<file path="src/rtl/mem_bus_arbiter.sv">
// Two-master (CPU / display fetcher) arbiter and address decoder for the data RAM and display register.
// Build option: define ARB_CPU_PRIO_EN for fixed CPU priority; the default is round-robin.
module mem_bus_arbiter #(
  parameter int RAM_AW  = 14,
  parameter int RAM_LAT = 1
) (
  input  logic              clk,
  input  logic              rst_n,
  input  logic              m0_req,
  input  logic              m0_we,
  input  logic [31:0]       m0_addr,
  input  logic [31:0]       m0_wdata,
  output logic              m0_ack,
  output logic [31:0]       m0_rdata,
  input  logic              m1_req,
  input  logic [31:0]       m1_addr,
  output logic              m1_ack,
  output logic [31:0]       m1_rdata,
  output logic              ram_en,
  output logic              ram_we,
  output logic [RAM_AW-1:0] ram_addr,
  output logic [31:0]       ram_wdata,
  input  logic [31:0]       ram_rdata,
  output logic              disp_we,
  output logic [31:0]       disp_data,
  output logic              bus_err
);

  typedef enum logic [1:0] {S_IDLE, S_ACCESS, S_WAIT, S_RESP} state_t;
  typedef enum logic [1:0] {KIND_RAM, KIND_DISP, KIND_ERR} kind_t;

  localparam int            CW       = (RAM_LAT > 1) ? $clog2(RAM_LAT) : 1;
  localparam logic [CW-1:0] CNT_LAST = CW'(RAM_LAT - 1);

  state_t        state_reg;
  kind_t         kind_reg;
  logic          grant_reg;
  logic          we_reg;
  logic          last_grant_reg;
  logic [CW-1:0] cnt_reg;

  logic          grant_next;
  logic          we_next;
  logic [31:0]   addr_next;
  kind_t         kind_next;

  always_comb begin
`ifdef ARB_CPU_PRIO_EN
    grant_next = ~m0_req;
`else
    grant_next = (m0_req && m1_req) ? ~last_grant_reg : m1_req;
`endif
    addr_next = grant_next ? m1_addr : m0_addr;
    // The fetcher has no write path, so a granted M1 is always a read.
    we_next   = ~grant_next & m0_we;
    if (addr_next[31:16] == 16'h0000)
      kind_next = KIND_RAM;
    else if (addr_next[31:2] == 30'h0000_4000)
      kind_next = KIND_DISP;
    else
      kind_next = KIND_ERR;
  end

  // Word accesses only: the byte offset plays no part in decode.
  logic unused_byte_offset;
  assign unused_byte_offset = ^addr_next[1:0];
`ifdef ARB_CPU_PRIO_EN
  logic unused_last_grant;
  assign unused_last_grant = last_grant_reg;
`endif

  always_ff @(posedge clk or negedge rst_n) begin
    if (!rst_n) begin
      state_reg      <= S_IDLE;
      kind_reg       <= KIND_RAM;
      grant_reg      <= 1'b0;
      we_reg         <= 1'b0;
      last_grant_reg <= 1'b1;
      cnt_reg        <= '0;
      m0_ack         <= 1'b0;
      m0_rdata       <= '0;
      m1_ack         <= 1'b0;
      m1_rdata       <= '0;
      ram_en         <= 1'b0;
      ram_we         <= 1'b0;
      ram_addr       <= '0;
      ram_wdata      <= '0;
      disp_we        <= 1'b0;
      disp_data      <= '0;
      bus_err        <= 1'b0;
    end else begin
      ram_en  <= 1'b0;
      ram_we  <= 1'b0;
      disp_we <= 1'b0;
      case (state_reg)
        S_IDLE: begin
          if (m0_req || m1_req) begin
            grant_reg <= grant_next;
            we_reg    <= we_next;
            kind_reg  <= kind_next;
            state_reg <= S_ACCESS;
            // Strobes are registered here so they are visible during ACCESS.
            if (kind_next == KIND_RAM) begin
              ram_en    <= 1'b1;
              ram_we    <= we_next;
              ram_addr  <= addr_next[RAM_AW+1:2];
              ram_wdata <= m0_wdata;
            end
            if (kind_next == KIND_DISP && we_next) begin
              disp_we   <= 1'b1;
              disp_data <= m0_wdata;
            end
          end
        end
        S_ACCESS: begin
          cnt_reg <= '0;
          if (kind_reg == KIND_RAM && !we_reg) begin
            state_reg <= S_WAIT;
          end else begin
            state_reg <= S_RESP;
            m0_ack    <= ~grant_reg;
            m1_ack    <= grant_reg;
            bus_err   <= (kind_reg == KIND_ERR);
          end
        end
        S_WAIT: begin
          if (cnt_reg == CNT_LAST) begin
            state_reg <= S_RESP;
            m0_ack    <= ~grant_reg;
            m1_ack    <= grant_reg;
            if (grant_reg)
              m1_rdata <= ram_rdata;
            else
              m0_rdata <= ram_rdata;
          end else begin
            cnt_reg <= cnt_reg + CW'(1);
          end
        end
        S_RESP: begin
          m0_ack         <= 1'b0;
          m1_ack         <= 1'b0;
          m0_rdata       <= '0;
          m1_rdata       <= '0;
          bus_err        <= 1'b0;
          last_grant_reg <= grant_reg;
          state_reg      <= S_IDLE;
        end
        default: state_reg <= S_IDLE;
      endcase
    end
  end

endmodule

</file>
<file path="config.mk">
export PLATFORM = sky130hd
export DESIGN_NAME = mem_bus_arbiter
export DESIGN_NICKNAME = d
export VERILOG_FILES = /design/src/rtl/mem_bus_arbiter.sv
export SDC_FILE = /design/constraint.sdc
export NUM_CORES = 1
export LEC_CHECK = 0
export ABC_AREA = 0
export CORE_AREA = 4 4 110 154
export CTS_BUF_LIST = sky130_fd_sc_hd__clkbuf_8
export DETAILED_ROUTE_END_ITERATION = 16
export DIE_AREA = 0 0 114 158
export PLACE_DENSITY = 0.81
export RECOVER_POWER = 100
export REMOVE_ABC_BUFFERS = 1
export SETUP_SLACK_MARGIN = 0.3
export SLEW_MARGIN = 15
export SYNTH_ARGS = -nofsm -noshare
export SYNTH_HDL_FRONTEND = slang
export SYNTH_SLANG_ARGS = --single-unit
export TNS_END_PERCENT = 1
</file>
<file path="constraint.sdc">
create_clock -name clk -period 2.94 [get_ports clk]
set_clock_uncertainty 0.1 [all_clocks]
set_input_delay 0.588 -clock clk [delete_from_list [all_inputs] [get_ports clk]]
set_output_delay 0.588 -clock clk [all_outputs]
set_load 0.01 [all_outputs]
</file>
# [After elaboration in Yosys (flattened, before gate mapping)]
# Index checks and enable logic that the tools add are counted.
[totals] reg_bits=156 in_bits=133 output_inout_bits=148 word_cells=87
[classes] n_addsub=1 eq_ne=11 muxes=33 n_bitwise=4 n_reduce_logical=21
[op_table] operator="2-to-1 mux 32 bit" n=5
[op_table] operator="one-hot mux 32 bit (2 select lines)" n=2
[op_table] operator="== test 30 x 15 -> 1 bit, second input constant" n=1
[op_table] operator="2-to-1 mux 1 bit" n=17
[op_table] operator="logical NOT 16 bit" n=1
[op_table] operator="AND reduction 3 bit" n=5
[op_table] operator="!= test 2 bit, second input constant" n=5
[op_table] operator="2-to-1 mux 2 bit" n=4
[op_table] operator="one-hot mux 2 bit (4 select lines)" n=1
[op_table] operator="== test 2 bit, second input constant" n=3
[op_table] operator="logical NOT 2 bit" n=3
[op_table] operator="one-hot mux 1 bit (3 select lines)" n=2
[op_table] operator="AND reduction 2 bit" n=3
[op_table] operator="nonzero test 2 bit" n=3
[op_table] operator="== test 2 x 1 -> 1 bit, second input constant" n=2
[op_table] operator="one-hot mux 1 bit (2 select lines)" n=2
[op_table] operator="logical AND 1 bit" n=3
[op_table] operator="NOT 1 bit" n=3
[op_table] operator="nonzero test 3 bit" n=1
[op_table] operator="adder 1 bit, second input constant" n=1
[op_table] operator="AND 1 bit" n=1
[op_table] operator="logical NOT 1 bit" n=1
[op_table] operator="logical OR 1 bit" n=1

# [Logic depth before layout (Yosys ltp)]
[depth] word_depth=11 ltp_mapped=8

# [Least setup slack after synthesis]
# OpenSTA, ideal clock, no wires.
[synth_path] path_type="in2reg" start="in m1_req" end="reg ram_addr[1]" setup_time_ns=0.127 t_arrival_ns=2.520 required_time_ns=2.713 path_slack_ns=0.193 path_stages=7 path_buffers=2 cell_sequence="a21boi_1 -> or4_1 -> o32a_1 -> a2111oi_4 -> buf_6 -> buf_6 -> mux2_1"
[synth_between] elab_chain_cells=8 word_cells_on_any_way=10 cone_classes="eq/ne (1); mux (4); reduce/logical (5)"
[synth_lines] item="start: declaration" line="15" source="input logic m1_req,"
[synth_lines] item="logical AND 1 bit" line="51" source="grant_next = (m0_req && m1_req) ? ~last_grant_reg : m1_req;"
[synth_lines] item="2-to-1 mux 1 bit" line="51"
[synth_lines] item="2-to-1 mux 32 bit" line="53" source="addr_next = grant_next ? m1_addr : m0_addr;"
[synth_lines] item="== test 30 x 15 -> 1 bit" line="58" source="else if (addr_next[31:2] == 30'h0000_4000)"
[synth_lines] item="2-to-1 mux 2 bit" line="58"
[synth_lines] item="2-to-1 mux 2 bit" line="56" source="if (addr_next[31:16] == 16'h0000)"
[synth_lines] item="logical NOT 2 bit" line="103" source="if (kind_next == KIND_RAM) begin"
[synth_lines] item="AND reduction 3 bit (no line)"
[synth_lines] item="end signal: assignment" line="106" source="ram_addr <= addr_next[RAM_AW+1:2];"
[synth_lines] item="end: declaration" line="21" source="output logic [RAM_AW-1:0] ram_addr,"
# Parallel ways exist; a longest one is shown, timed or not.
# A chain may end at the register's enable or synchronous reset.

# [Worst setup path in the final report]
[layout_path] start="in m0_req" end="reg disp_data[10]"
[layout_between] elab_chain_cells=9 word_cells_on_any_way=13 cone_classes="eq/ne (2); mux (4); bitwise (2); reduce/logical (5)"
[layout_lines] item="start: declaration" line="9" source="input logic m0_req,"
[layout_lines] item="logical AND 1 bit" line="51"
[layout_lines] item="2-to-1 mux 1 bit" line="51"
[layout_lines] item="2-to-1 mux 32 bit" line="53"
[layout_lines] item="== test 30 x 15 -> 1 bit" line="58"
[layout_lines] item="2-to-1 mux 2 bit" line="58"
[layout_lines] item="2-to-1 mux 2 bit" line="56"
[layout_lines] item="== test 2 x 1 -> 1 bit" line="109" source="if (kind_next == KIND_DISP && we_next) begin"
[layout_lines] item="logical AND 1 bit" line="109"
[layout_lines] item="AND reduction 3 bit (no line) (*)"
[layout_lines] item="end signal: assignment" line="111" source="disp_data <= m0_wdata;"
[layout_lines] item="end: declaration" line="25" source="output logic [31:0] disp_data,"
# Mark *: on every way between the ends. The rest lies on a longest branch, timed or not.

==> results.ini <==
[outcome]
status=finished, violations left
violations=capacitance limit, slew limit

[logic_synthesis]
synth_cell_types=36
synth.area.mux_share_pct=14.9
syn_inst=594
syn-cell-area_um2=6780
yosys.area_share.simple_pct=11.6
synth_xor_area_share_pct=0
yosys_warnings=0
yosysMostFrequentCell=dfrtp_1
synth-compound-area-share_pct=12.1
synth_seq_cells=155
synth_ff_type=dfrtp_1
synthAdderAreaFrac_pct=0.923
synth_area_per_cell_um2=11.4
synth_area_leaders=dfrtp_1 57%, mux2_2 7.3%, nand2_1 6.5%
ys_seq_area_share_pct=57.2
synth-edff-count=0
netlist.area_leader.share_pct=56.9
yosys.area.top_type=dfrtp_1
async_flop_share_pct=100
synth_top_family_by_area=multiplexers
synth_commonest_cells=154 x dfrtp_1, 117 x nand2_1, 71 x o21ai_0

[timing]
rsz0062_at_grt=yes
worst_pin_slew_ns=1.70
slew_violations=66
slew_headroom_pct=-13.1
min_period_ns=2.82
finalHoldViolations=0
period_share_pct=95.8
fmax_ghz=0.355
setup_viol=0

[grt]
antenna_found_initial=0
grt_max_degree=69
grt.total_usage_pct=21.1
grt_pass1_vias=5892
gr-total-overflow=0
grt_pass1_wl_um=30200

[placed_design]
placed_cell_area_um2=9790
port_buffers=276
hpwl_um=14000
place_congestion=0.866

[setup_path]
crit_required_ns=3.17
worst-setup-path-type=input pin to register
cp_max_fo=17
timing.reg2reg.setup_slack_ns=0.20
cp.arrival_ns=3.04
timing.critical_path.from_type=input pin
worst_setup_path_end_kind=register

[cells_and_area]
drive_above_1_share_pct=13.5
stdcell_area_um2=10200
nFillCells=1218
multi_input_area_um2=2650
seqCellArea_um2=3880
nets=1013
finish.utilization_pct=65.7
diodes=0
syn2layout_area_growth_pct=50.6

[clocking]
clk_path_buf_depth=2
clk_pin_slew_ns=0.10
clk_latency_ns=0.43
cts_hold_buf=0
clock-sinks=155
cts_made_buffers=17
cts_root_buf=clkbuf_8
cts_max_level=4
cts_tree=yes

[pwr]
power_density_nw_per_um2=684
total_leakage_power_nw=5.00
peakVddDrop_mv=0.432

[detailed_routing]
ant_nets=0
via_per_inst=5.19
dr.pass1.iters=4
wire_per_inst_um=18.1
finalWirelength_um=19600
drc_errors=0
drtIter0Drc=346
num_vias=5623

[run]
drv_cap=1

[floorplanning]
ios=281
die_h_um=158
core_area_um2=15500
die_w_um=114
die_area_um2=18000
rows=54
initial_core_util_pct=43.6

[worst_hold_path]
hold_path.class=register to register

-- stage by stage --
step	instances	hold slack, ns	setup TNS (ns)	setup slack [ns]	total power [mW]
2_1_floorplan	556	0.192	-103.72	-1.37	4.12
3_3_place_gp	1046	0.360	-24.08	-0.320	5.49
3_5_place_dp	1046	0.371	-27.11	-0.371	5.60
4_1_cts	1081	0.0421	0	0.196	7.24
5_1_grt	1084	0.406	0	0.0896	7.44
6_report	1084	0.383	0	0.125	6.98
-- area by class of cell --
type / instances / share of cell area (%)
Sequential cell: 155 / 38.0
Timing Repair Buffer: 300 / 29.5
Multi-Input combinational cell: 394 / 26.0
Tap cell: 196 / 2.40
Clock buffer: 17 / 2.29
Clock inverter: 15 / 1.61
Inverter: 7 / 0.257
-- cells in the final DEF (no fill, tap or decap), types with 4 or more instances in the layout --
cell,netlist,final
o21ai_0,71,71
ha_1,5,5
nor4_1,10,10
inv_6,0,5
dfrtp_1,154,154
mux2_1,7,19
nand2b_1,15,15
clkbuf_8,0,17
clkbuf_2,0,4
inv_1,7,8
clkdlybuf4s50_1,0,127
nor3_1,4,4
nand2_1,117,117
a22oi_1,45,45
mux2_2,44,44
nor2_1,11,10
nand3_1,4,4
mux2_4,29,17
a21oi_1,7,7
dlygate4sd3_1,0,148
buf_4,3,12
-- worst max-delay path, stage by stage --
cell	delay (ns)
clkdlybuf4s50_1	0.48
a21boi_0	0.15
or4_1	0.47
o32a_1	0.37
or3_4	0.37
buf_4	0.25
mux2_1	0.34
-- path summary, 6_finish.rpt --
kind / cells after the start / startpoint / end
worst max-delay path: 7 / m0_req / disp_data[10]
worst min-delay path: 2 / m0_rdata[17] / m0_rdata[17]
worst max register to register: 6 / last_grant_reg / disp_data[10]
worst min register to register: 2 / m0_rdata[17] / m0_rdata[17]
max in group asynchronous: 2 / rst_n / m1_rdata[13]
min in group asynchronous: 1 / rst_n / m0_rdata[5]
-- repair_timing --
item | CTS | global route
resized for setup | 4 | 1
pin swaps | 3 | 1
cloned | 2 | 2
setup endpoints to repair | 78 | 78
buffers inserted | 1 | 1
-- power by group --
group	switching (mW)	internal [mW]	total (mW)
sequential	0.305	2.57	2.87
clock	0.851	0.771	1.62
combinational	1.34	1.15	2.49
total	2.50	4.48	6.98
-- layer usage --
layer | GRT usage, % | vias to the layer above | share of wire, %
met3 | 7.50 | 27 | 7.5
met4 | 6.51 | 0 | 2.3
met1 | 23.8 | 2742 | 38
met2 | 37.3 | 196 | 52
li1 | - | 2658 | -
met5 | 0 | - | 0
-- kinds of logic after synthesis --
kind of cell	Yosys count
mux	80
buf+inv	45
flops	155
fa+ha+maj	5
compound gates	132
simple gates	177
Power figures use the tool's default switching activity.
